==> src/rtl/daq_frame_packer.sv <==
// Buffers ADC word strobes in a FIFO and emits fixed-length frames
// (header, frame number, payload, trailer) over a valid/ready output.
module daq_frame_packer #(
  parameter int unsigned FRAME_WORDS = 16,
  parameter int unsigned FIFO_AW     = 5,
  parameter logic [15:0] HEADER      = 16'hEB90,
  parameter logic [15:0] TRAILER     = 16'h55AA
) (
  input  logic        clk,
  input  logic        reset,
  input  logic        iRunStart,
  input  logic        iData_en,
  input  logic [15:0] iData,
  input  logic        iOutReady,
  output logic        oData_en,
  output logic [15:0] oData,
  output logic        oFrameStart,
  output logic        oFrameEnd,
  output logic        oOverflow,
  output logic [15:0] oFrameCnt
);

  localparam int unsigned DW    = 16;
  localparam int unsigned DEPTH = 1 << FIFO_AW;
  localparam int unsigned CW    = FIFO_AW + 1;

  typedef enum logic [2:0] {
    S_IDLE,
    S_HEADER,
    S_FNUM,
    S_PAYLOAD,
    S_TRAILER
  } state_t;

  state_t             state;
  logic [DW-1:0]      mem [DEPTH];
  logic [FIFO_AW-1:0] wr_ptr;
  logic [FIFO_AW-1:0] rd_ptr;
  logic [FIFO_AW-1:0] pld_cnt;
  logic [CW-1:0]      count;
  logic               run_q;

  logic               xfer_c;
  logic               pop_c;
  logic               wr_req_c;
  logic               push_c;
  logic               drop_c;
  logic               run_rise_c;
  logic [FIFO_AW-1:0] rd_next_c;

  // Handshake and FIFO control; a full FIFO still accepts when a payload pop frees a slot.
  always_comb begin
    xfer_c     = oData_en && iOutReady;
    pop_c      = xfer_c && (state == S_PAYLOAD);
    wr_req_c   = iRunStart && iData_en;
    push_c     = wr_req_c && ((count < CW'(DEPTH)) || pop_c);
    drop_c     = wr_req_c && !push_c;
    run_rise_c = iRunStart && !run_q;
    rd_next_c  = rd_ptr + FIFO_AW'(1);
  end

  always_ff @(posedge clk) begin
    if (push_c) begin
      mem[wr_ptr] <= iData;
    end
  end

  // FIFO pointers and occupancy.
  always_ff @(posedge clk or posedge reset) begin
    if (reset) begin
      wr_ptr <= '0;
      rd_ptr <= '0;
      count  <= '0;
    end else begin
      if (push_c) begin
        wr_ptr <= wr_ptr + FIFO_AW'(1);
      end
      if (pop_c) begin
        rd_ptr <= rd_next_c;
      end
      case ({push_c, pop_c})
        2'b10:   count <= count + CW'(1);
        2'b01:   count <= count - CW'(1);
        default: count <= count;
      endcase
    end
  end

  // Run-edge detection, overflow flag and completed-frame counter.
  always_ff @(posedge clk or posedge reset) begin
    if (reset) begin
      run_q     <= 1'b0;
      oOverflow <= 1'b0;
      oFrameCnt <= '0;
    end else begin
      run_q <= iRunStart;
      if (run_rise_c) begin
        oFrameCnt <= '0;
      end else if (xfer_c && (state == S_TRAILER)) begin
        oFrameCnt <= oFrameCnt + 16'd1;
      end
      // A drop on the run-start edge still reports, since the word belongs to the new run.
      if (drop_c) begin
        oOverflow <= 1'b1;
      end else if (run_rise_c) begin
        oOverflow <= 1'b0;
      end
    end
  end

  // Frame sequencer; each state loads the next word's registered outputs on transfer.
  always_ff @(posedge clk or posedge reset) begin
    if (reset) begin
      state       <= S_IDLE;
      oData_en    <= 1'b0;
      oData       <= '0;
      oFrameStart <= 1'b0;
      oFrameEnd   <= 1'b0;
      pld_cnt     <= '0;
    end else begin
      case (state)
        S_IDLE: begin
          if (count >= CW'(FRAME_WORDS)) begin
            state       <= S_HEADER;
            oData_en    <= 1'b1;
            oData       <= HEADER;
            oFrameStart <= 1'b1;
          end
        end
        S_HEADER: begin
          if (xfer_c) begin
            state       <= S_FNUM;
            oData       <= oFrameCnt;
            oFrameStart <= 1'b0;
          end
        end
        S_FNUM: begin
          if (xfer_c) begin
            state   <= S_PAYLOAD;
            oData   <= mem[rd_ptr];
            pld_cnt <= '0;
          end
        end
        S_PAYLOAD: begin
          if (xfer_c) begin
            if (pld_cnt == FIFO_AW'(FRAME_WORDS - 1)) begin
              state     <= S_TRAILER;
              oData     <= TRAILER;
              oFrameEnd <= 1'b1;
            end else begin
              pld_cnt <= pld_cnt + FIFO_AW'(1);
              oData   <= mem[rd_next_c];
            end
          end
        end
        S_TRAILER: begin
          if (xfer_c) begin
            state     <= S_IDLE;
            oData_en  <= 1'b0;
            oFrameEnd <= 1'b0;
          end
        end
        default: begin
          state       <= S_IDLE;
          oData_en    <= 1'b0;
          oFrameStart <= 1'b0;
          oFrameEnd   <= 1'b0;
        end
      endcase
    end
  end

endmodule

==> config.mk <==
export PLATFORM = sky130hd
export DESIGN_NAME = daq_frame_packer
export DESIGN_NICKNAME = d
export VERILOG_FILES = /design/src/rtl/daq_frame_packer.sv
export SDC_FILE = /design/constraint.sdc
export NUM_CORES = 1
export LEC_CHECK = 0
export CAP_MARGIN = 5
export CORE_ASPECT_RATIO = 1.75
export CORE_UTILIZATION = 55
export DETAILED_ROUTE_END_ITERATION = 7
export PLACE_DENSITY_LB_ADDON = 0.15
export SLEW_MARGIN = 20
export SYNTH_ARGS = -nofsm -noshare
export SYNTH_HDL_FRONTEND = slang
export SYNTH_SLANG_ARGS = --single-unit
==> constraint.sdc <==
create_clock -name clk -period 3.2 [get_ports clk]
set_input_delay 0.8 -clock clk [delete_from_list [all_inputs] [get_ports clk]]
set_output_delay 0.8 -clock clk [all_outputs]
set_load 0.02 [all_outputs]
==> flow_summary.json, run 1 <==
{
  "status": "complete, no violations",
  "rsz0062_at_grt": "false",
  "setup_viol": 0,
  "fin_crit_sh": 0.9447,
  "wl_um": 75550,
  "clk_pin_slew_ns": 0.07,
  "drive_gt1_frac": 0.3464,
  "htreeDepth": 2,
  "postCtsSetupBuffers": 0,
  "path_class": "flop to flop",
  "tightest_slew_ns": 0.9306,
  "reg2regPathDepth": 7,
  "num_vias": 16010,
  "p_leak_nw": 9.872,
  "cts_made_buffers": 51,
  "post_cts_resize_count": 1,
  "synth_seq_area_share": 0.6197,
  "clock-sinks": 573,
  "grt_max_degree": 77,
  "holdBufCountCts": 0,
  "syn_area_mm2": 0.02727,
  "ys_ff_latch": 573,
  "synth_area_leader_cell": "edfxtp_1",
  "cp_cell_sequence": "buf_4, mux4_2, nor2b_1, a211oi_1, a21oi_1, o21ai_0, a41oi_1",
  "yosysMostFrequentCell": "edfxtp_1",
  "place.gp.congestion": 0.9034,
  "crit_fanout": 19,
  "worstReg2RegStart": "rd_ptr[2]",
  "yosysWarnings": 0,
  "grt_overflow": 0,
  "syn_inst": 1502,
  "max-slew-margin-rel": 0.3796,
  "hold_path_class": "flop to flop",
  "cts_buffer_depth": 3,
  "synthTopCellsByArea": "edfxtp_1, mux4_2, dfrtp_1",
  "routedWlPerCell_um": 31.93,
  "design_area_mm2": 0.03151,
  "antenna_cells": 0,
  "placed_cell_area_mm2": 0.02980,
  "rrSetupSlack_ns": 0.18,
  "min_to": "pld_cnt[4]",
  "synthArstFlopShare": 0.1065,
  "start_util": 0.5581,
  "first_pass_iters": 6,
  "min_period_ns": 3.023,
  "max_freq_mhz": 330.8,
  "die_area_mm2": 0.05052,
  "maxCapViolCount": 0,
  "die_width_um": 170.3,
  "die_h_um": 296.6,
  "insertion_delay_ns": 0.59,
  "synth-edff-count": 512,
  "synth_commonest_cells": "edfxtp_1, mux4_2, nand2_1",
  "hp-start": "pld_cnt[4]",
  "hpwl_um": 52600,
  "cp_slowest_cell": "dfrtp_4",
  "syn_to_final_growth_pct": 15.53,
  "critPathLaunchType": "flop",
  "antenna_found_initial": 0,
  "critPathMaxStageDelay_ns": 0.71,
  "core_area_mm2": 0.04887,
  "grt_pass1_vias": 16870,
  "ys.flop_type": "edfxtp_1",
  "crit_arrival_ns": 3.47,
  "row_count": 107,
  "drt-initial-drc-count": 1718,
  "p_per_area_mw_per_mm2": 503.7,
  "pin_count": 57,
  "postSynthNetCount": 1534,
  "viasPerCell": 6.767,
  "fillCellCount": 3347,
  "post_synth.cell_area_avg_um2": 18.16,
  "io_buffer_count": 56,
  "drtAntennaViolNets": 0,
  "grt_usage": 0.3131,
  "min_path_cells": 2,
  "regArea_mm2": 0.01691,
  "slew_viol_final": 0,
  "r2r-end": "oData[0]",
  "vdd_drop_max_mv": 0.5342,
  "multi_input_area_mm2": 0.009827,
  "hold_viol_final": 0,
  "root_buffer": "clkbuf_16",
  "remaining_drc_errors": 0,
  "synth.distinct_cells": 63,
  "crit_required_ns": 3.64,
  "yosys.area.top_type_share": 0.5637,
  "skew_ns": 0.01959,
  "cts_tree": "built",
  "hold_slack_ns": 0.4881,
  "worstSetupEndpointType": "flop",
  "nNetsFinal": 1702,
  "grt_pass1_wl_um": 110700
}
==> layout by cell type, fill, tap and decap left out, types with 11 or more instances in the layout <==
cell,n
dfrtp_1,57
clkbuf_16,52
edfxtp_1,512
a31oi_1,18
buf_4,136
buf_12,31
nand3_1,23
mux2i_1,23
a211oi_1,15
xor2_1,17
nor2b_1,13
nor2_1,52
nand2_1,111
nand4_1,13
o21ai_0,41
nor2_2,33
mux4_2,285
clkdlybuf4s50_1,56
xnor2_1,13
a21oi_1,27
clkinv_1,11
==> state kept, by name (all words and copies together) (netlist names) <==
name and cells:
wr_ptr 5, rd_ptr 5, mem 512, oFrameStart 1, oFrameEnd 1, pld_cnt 5
oFrameCnt 16, run_q 1, state 3, count 6, oOverflow 1, oData_en 1
oData 16
==> layout make-up <==
class | count | share of cell area
Tap cell | 654 | 0.02597
Clock buffer | 61 | 0.04237
Inverter | 12 | 0.001430
Clock inverter | 34 | 0.01167
Multi-Input combinational cell | 809 | 0.3119
Sequential cell | 573 | 0.5368
Timing Repair Buffer | 223 | 0.06989
==> report_power, final <==
group / switching [mW] / total (mW) / internal (mW)
registers: 0.190 / 8.60 / 8.41
clock network: 2.76 / 6.32 / 3.56
logic: 0.576 / 0.947 / 0.371
==> worst max-delay path by stage <==
| stage | start | endpoint | cells after the start |
|---|---|---|---|
| 3_5_place_dp | iOutReady | count[3] | 13 |
| 6_report | rd_ptr[2] | oData[0] | 7 |
| 5_1_grt | iOutReady | count[3] | 13 |
| 4_1_cts | rd_ptr[2] | oData[0] | 7 |
| 2_1_floorplan | iOutReady | count[4] | 14 |
| 3_3_place_gp | iOutReady | count[3] | 13 |
==> stage by stage <==
step | std cells | total power [mW] | utilization | setup WS [ns] | TNS, ns
CTS | 2366 | 15.94 | 0.6447 | 0.2099 | 0
floorplan | 1502 | 9.185 | - | 0.02089 | 0
detailed placement | 2271 | 9.703 | 0.6098 | -0.1735 | -0.5216
global placement | 2271 | 9.672 | 0.6097 | -0.1738 | -0.6452
finish | 2366 | 15.87 | 0.6448 | 0.1771 | 0
global route | 2366 | 16.28 | 0.6448 | 0.1106 | 0
==> worst max-delay path: cells and delay by family (launching register included) <==
family,cells,cell delay [ns]
flip-flops,1,0.71
multiplexers,1,0.53
AND/OR/NAND/NOR,1,0.14
buffers and inverters,1,0.36
AO/OA/AOI/OAI,4,1.09
==> cell families after synthesis <==
logic type	synth area share
multiplexers	0.2521
AND/OR/NAND/NOR	0.04767
XOR/XNOR	0.01220
buffers and inverters	0.02574
adder cells (fa/ha/maj)	0.005046
AO/OA/AOI/OAI	0.03757
flip-flops	0.6197
==> layer usage <==
metal  track usage  vias up  wire, um
met5             0        -         0
met4        0.1850        0      5012
met3       0.04018      258      4752
met2        0.5518      806     39680
met1        0.3672     8349     26100
li1              -     6598         -
Power figures use the tool's default switching activity.
==> inputs of run 2 (changes only) <==
--- a/config.mk
+++ b/config.mk
@@ -6,7 +6,7 @@
 export NUM_CORES = 1
 export LEC_CHECK = 0
 export CAP_MARGIN = 5
-export CORE_ASPECT_RATIO = 1.75
+export CORE_ASPECT_RATIO = 1.2
 export CORE_UTILIZATION = 55
 export DETAILED_ROUTE_END_ITERATION = 7
 export PLACE_DENSITY_LB_ADDON = 0.15
==> run 2 against run 1 <==
- combinational power increased by 1%
- routed wire length decreased by 3.6%
- non-clock buffer count decreased by 36
- global-route usage decreased by 1.2 points
- critical path type unchanged
- final cell count decreased by 1.9%
- critical path depth unchanged
==> flow_summary.json, run 2 (same netlist as run 1, synthesis figures left out) <==
{
  "viasPerCell": 6.816,
  "cts_made_buffers": 56,
  "largest_register_ff_count": 512,
  "p_leak_nw": 9.758,
  "maxCapViolCount": 0,
  "worst-path-stages": 7,
  "top_register": "mem",
  "wl_um": 72860,
  "routedWlPerCell_um": 31.40,
  "setup_viol": 0,
  "total_power_mw": 16.02,
  "htreeDepth": 2,
  "fin_cells": 2320,
  "post_cts_resize_count": 0,
  "worstSetupEndpointType": "flop",
  "skew_ns": 0.02200,
  "p_sw_mw": 3.596,
  "p_per_area_mw_per_mm2": 510.3,
  "dp_slack_ns": -0.1417,
  "fin_crit_sh": 0.9405,
  "max_freq_mhz": 332.3,
  "row_count": 89,
  "clock-sinks": 573,
  "reg2regPathDepth": 7,
  "pin_count": 57,
  "io_buffer_count": 56,
  "holdBufCountCts": 0,
  "reg_top3": "mem x512, oData x16, oFrameCnt x16",
  "crit_required_ns": 3.69,
  "fillCellCount": 3366,
  "remaining_drc_errors": 0,
  "drt-initial-drc-count": 1897,
  "final_common_cell": "edfxtp_1",
  "drtAntennaViolNets": 0,
  "grt_pass1_vias": 16250,
  "pwr-share-comb": 0.060,
  "swShare": 0.2246,
  "postCtsSetupBuffers": 0,
  "insertion_delay_ns": 0.62,
  "hpwl_um": 48350,
  "hold_path_class": "input port to async pin",
  "status": "complete, no violations",
  "final_util": 0.6390,
  "num_vias": 15810,
  "path_buf_inv": 1,
  "start_util": 0.5554,
  "fin_ws_ns": 0.1904,
  "grt_usage": 0.3009,
  "seqPwrFrac": 0.538,
  "core_area_mm2": 0.04911,
  "final_cell_mix": "edfxtp_1, mux4_2, nand2_1",
  "min_period_ns": 3.010,
  "grt_overflow": 0,
  "nNetsFinal": 1671,
  "cp_cell_sequence": "ha_4, buf_12, mux4_2, mux4_2, and2_1, a211oi_1, o31ai_1",
  "die_h_um": 245.9,
  "crit_arrival_ns": 3.50,
  "clk_pin_slew_ns": 0.06,
  "drive_gt1_frac": 0.3363,
  "max-slew-margin-rel": 0.3169,
  "cts_buffer_depth": 3,
  "critPathLaunchType": "flop",
  "grt_pass1_wl_um": 106900,
  "grt_max_degree": 72,
  "first_pass_iters": 6,
  "design_area_mm2": 0.03138,
  "cp_slowest_cell": "dfrtp_4",
  "multi_input_area_mm2": 0.009816,
  "critPathMaxStageDelay_ns": 0.60,
  "slew_viol_final": 0,
  "die_area_mm2": 0.05048,
  "path_class": "flop to flop",
  "p_int_mw": 12.42,
  "regArea_mm2": 0.01691,
  "syn_to_final_growth_pct": 15.07,
  "crit_fanout": 43,
  "place.gp.congestion": 0.8961,
  "antenna_found_initial": 3,
  "vdd_drop_max_mv": 0.4437,
  "crit_top_cell": "mux4_2",
  "placed_cell_area_mm2": 0.02960,
  "dp.cells": 2218,
  "hold_viol_final": 0,
  "hold_slack_ns": 0.4822,
  "root_buffer": "clkbuf_16",
  "die_width_um": 205.3,
  "antenna_cells": 0,
  "fin_setup_tns_ns": 0,
  "tightest_slew_ns": 1.021,
  "cts_tree": "built",
  "p_clk_frac": 0.402,
  "crit_family": "multiplexers",
  "rsz0062_at_grt": "false"
}
## run 2: changes by cell type in the layout (fill, tap and decap cells not counted), moves of 2 or more
cell / delta
buf_12: +8
buf_4: -44
bufinv_16: -3
clkbuf_1: -2
clkbuf_16: +5
clkbuf_8: +2
clkinv_1: -2
clkinv_2: +8
clkinvlp_2: -2
clkinvlp_4: +2
## run 2: layer usage
| metal | routed length [um] | share of wire | vias to the layer above | global-route usage |
|---|---|---|---|---|
| met4 | 3238 | 0.044 | 2 | 0.1242 |
| met3 | 6665 | 0.091 | 187 | 0.06573 |
| met5 | 12 | 0.00016 | - | 0 |
| met2 | 36420 | 0.50 | 814 | 0.4975 |
| met1 | 26520 | 0.36 | 8281 | 0.3872 |
| li1 | - | - | 6528 | - |
## run 2: final cells by class
cell class,count,share of cell area
sequential,573,0.5390
multi-input combinational,809,0.3128
timing repair buffer,187,0.06475
clock buffer,66,0.04717
tap,637,0.02540
clock inverter,36,0.009529
inverter,12,0.001435
## run 2: worst paths after layout
kind | start | end | slack [ns]
max reg2reg | rd_ptr[0] | oData[14] | 0.19
min reg2reg | oFrameEnd | oFrameEnd | 0.50
max | rd_ptr[0] | oData[14] | 0.19
min | reset | count[5] | 0.48
min in group clk | oFrameEnd | oFrameEnd | 0.50
max in group asynchronous | reset | oData[3] | 2.09
## run 2: power groups by stage
stage / logic, mW / registers [mW] / clock network, mW
2_1_floorplan: 0.510 / 8.67 / 0
3_3_place_gp: 0.938 / 8.75 / 0
3_5_place_dp: 0.957 / 8.76 / 0
4_1_cts: 0.960 / 8.61 / 6.53
5_1_grt: 1.04 / 8.64 / 6.77
6_report: 0.958 / 8.61 / 6.44
## run 2: worst register-to-register path, cell delays in order, from the launching register on
cell	delay (ns)
dfrtp_4	0.60
ha_4	0.37
buf_12	0.27
mux4_2	0.43
mux4_2	0.56
and2_1	0.19
a211oi_1	0.33
o31ai_1	0.12
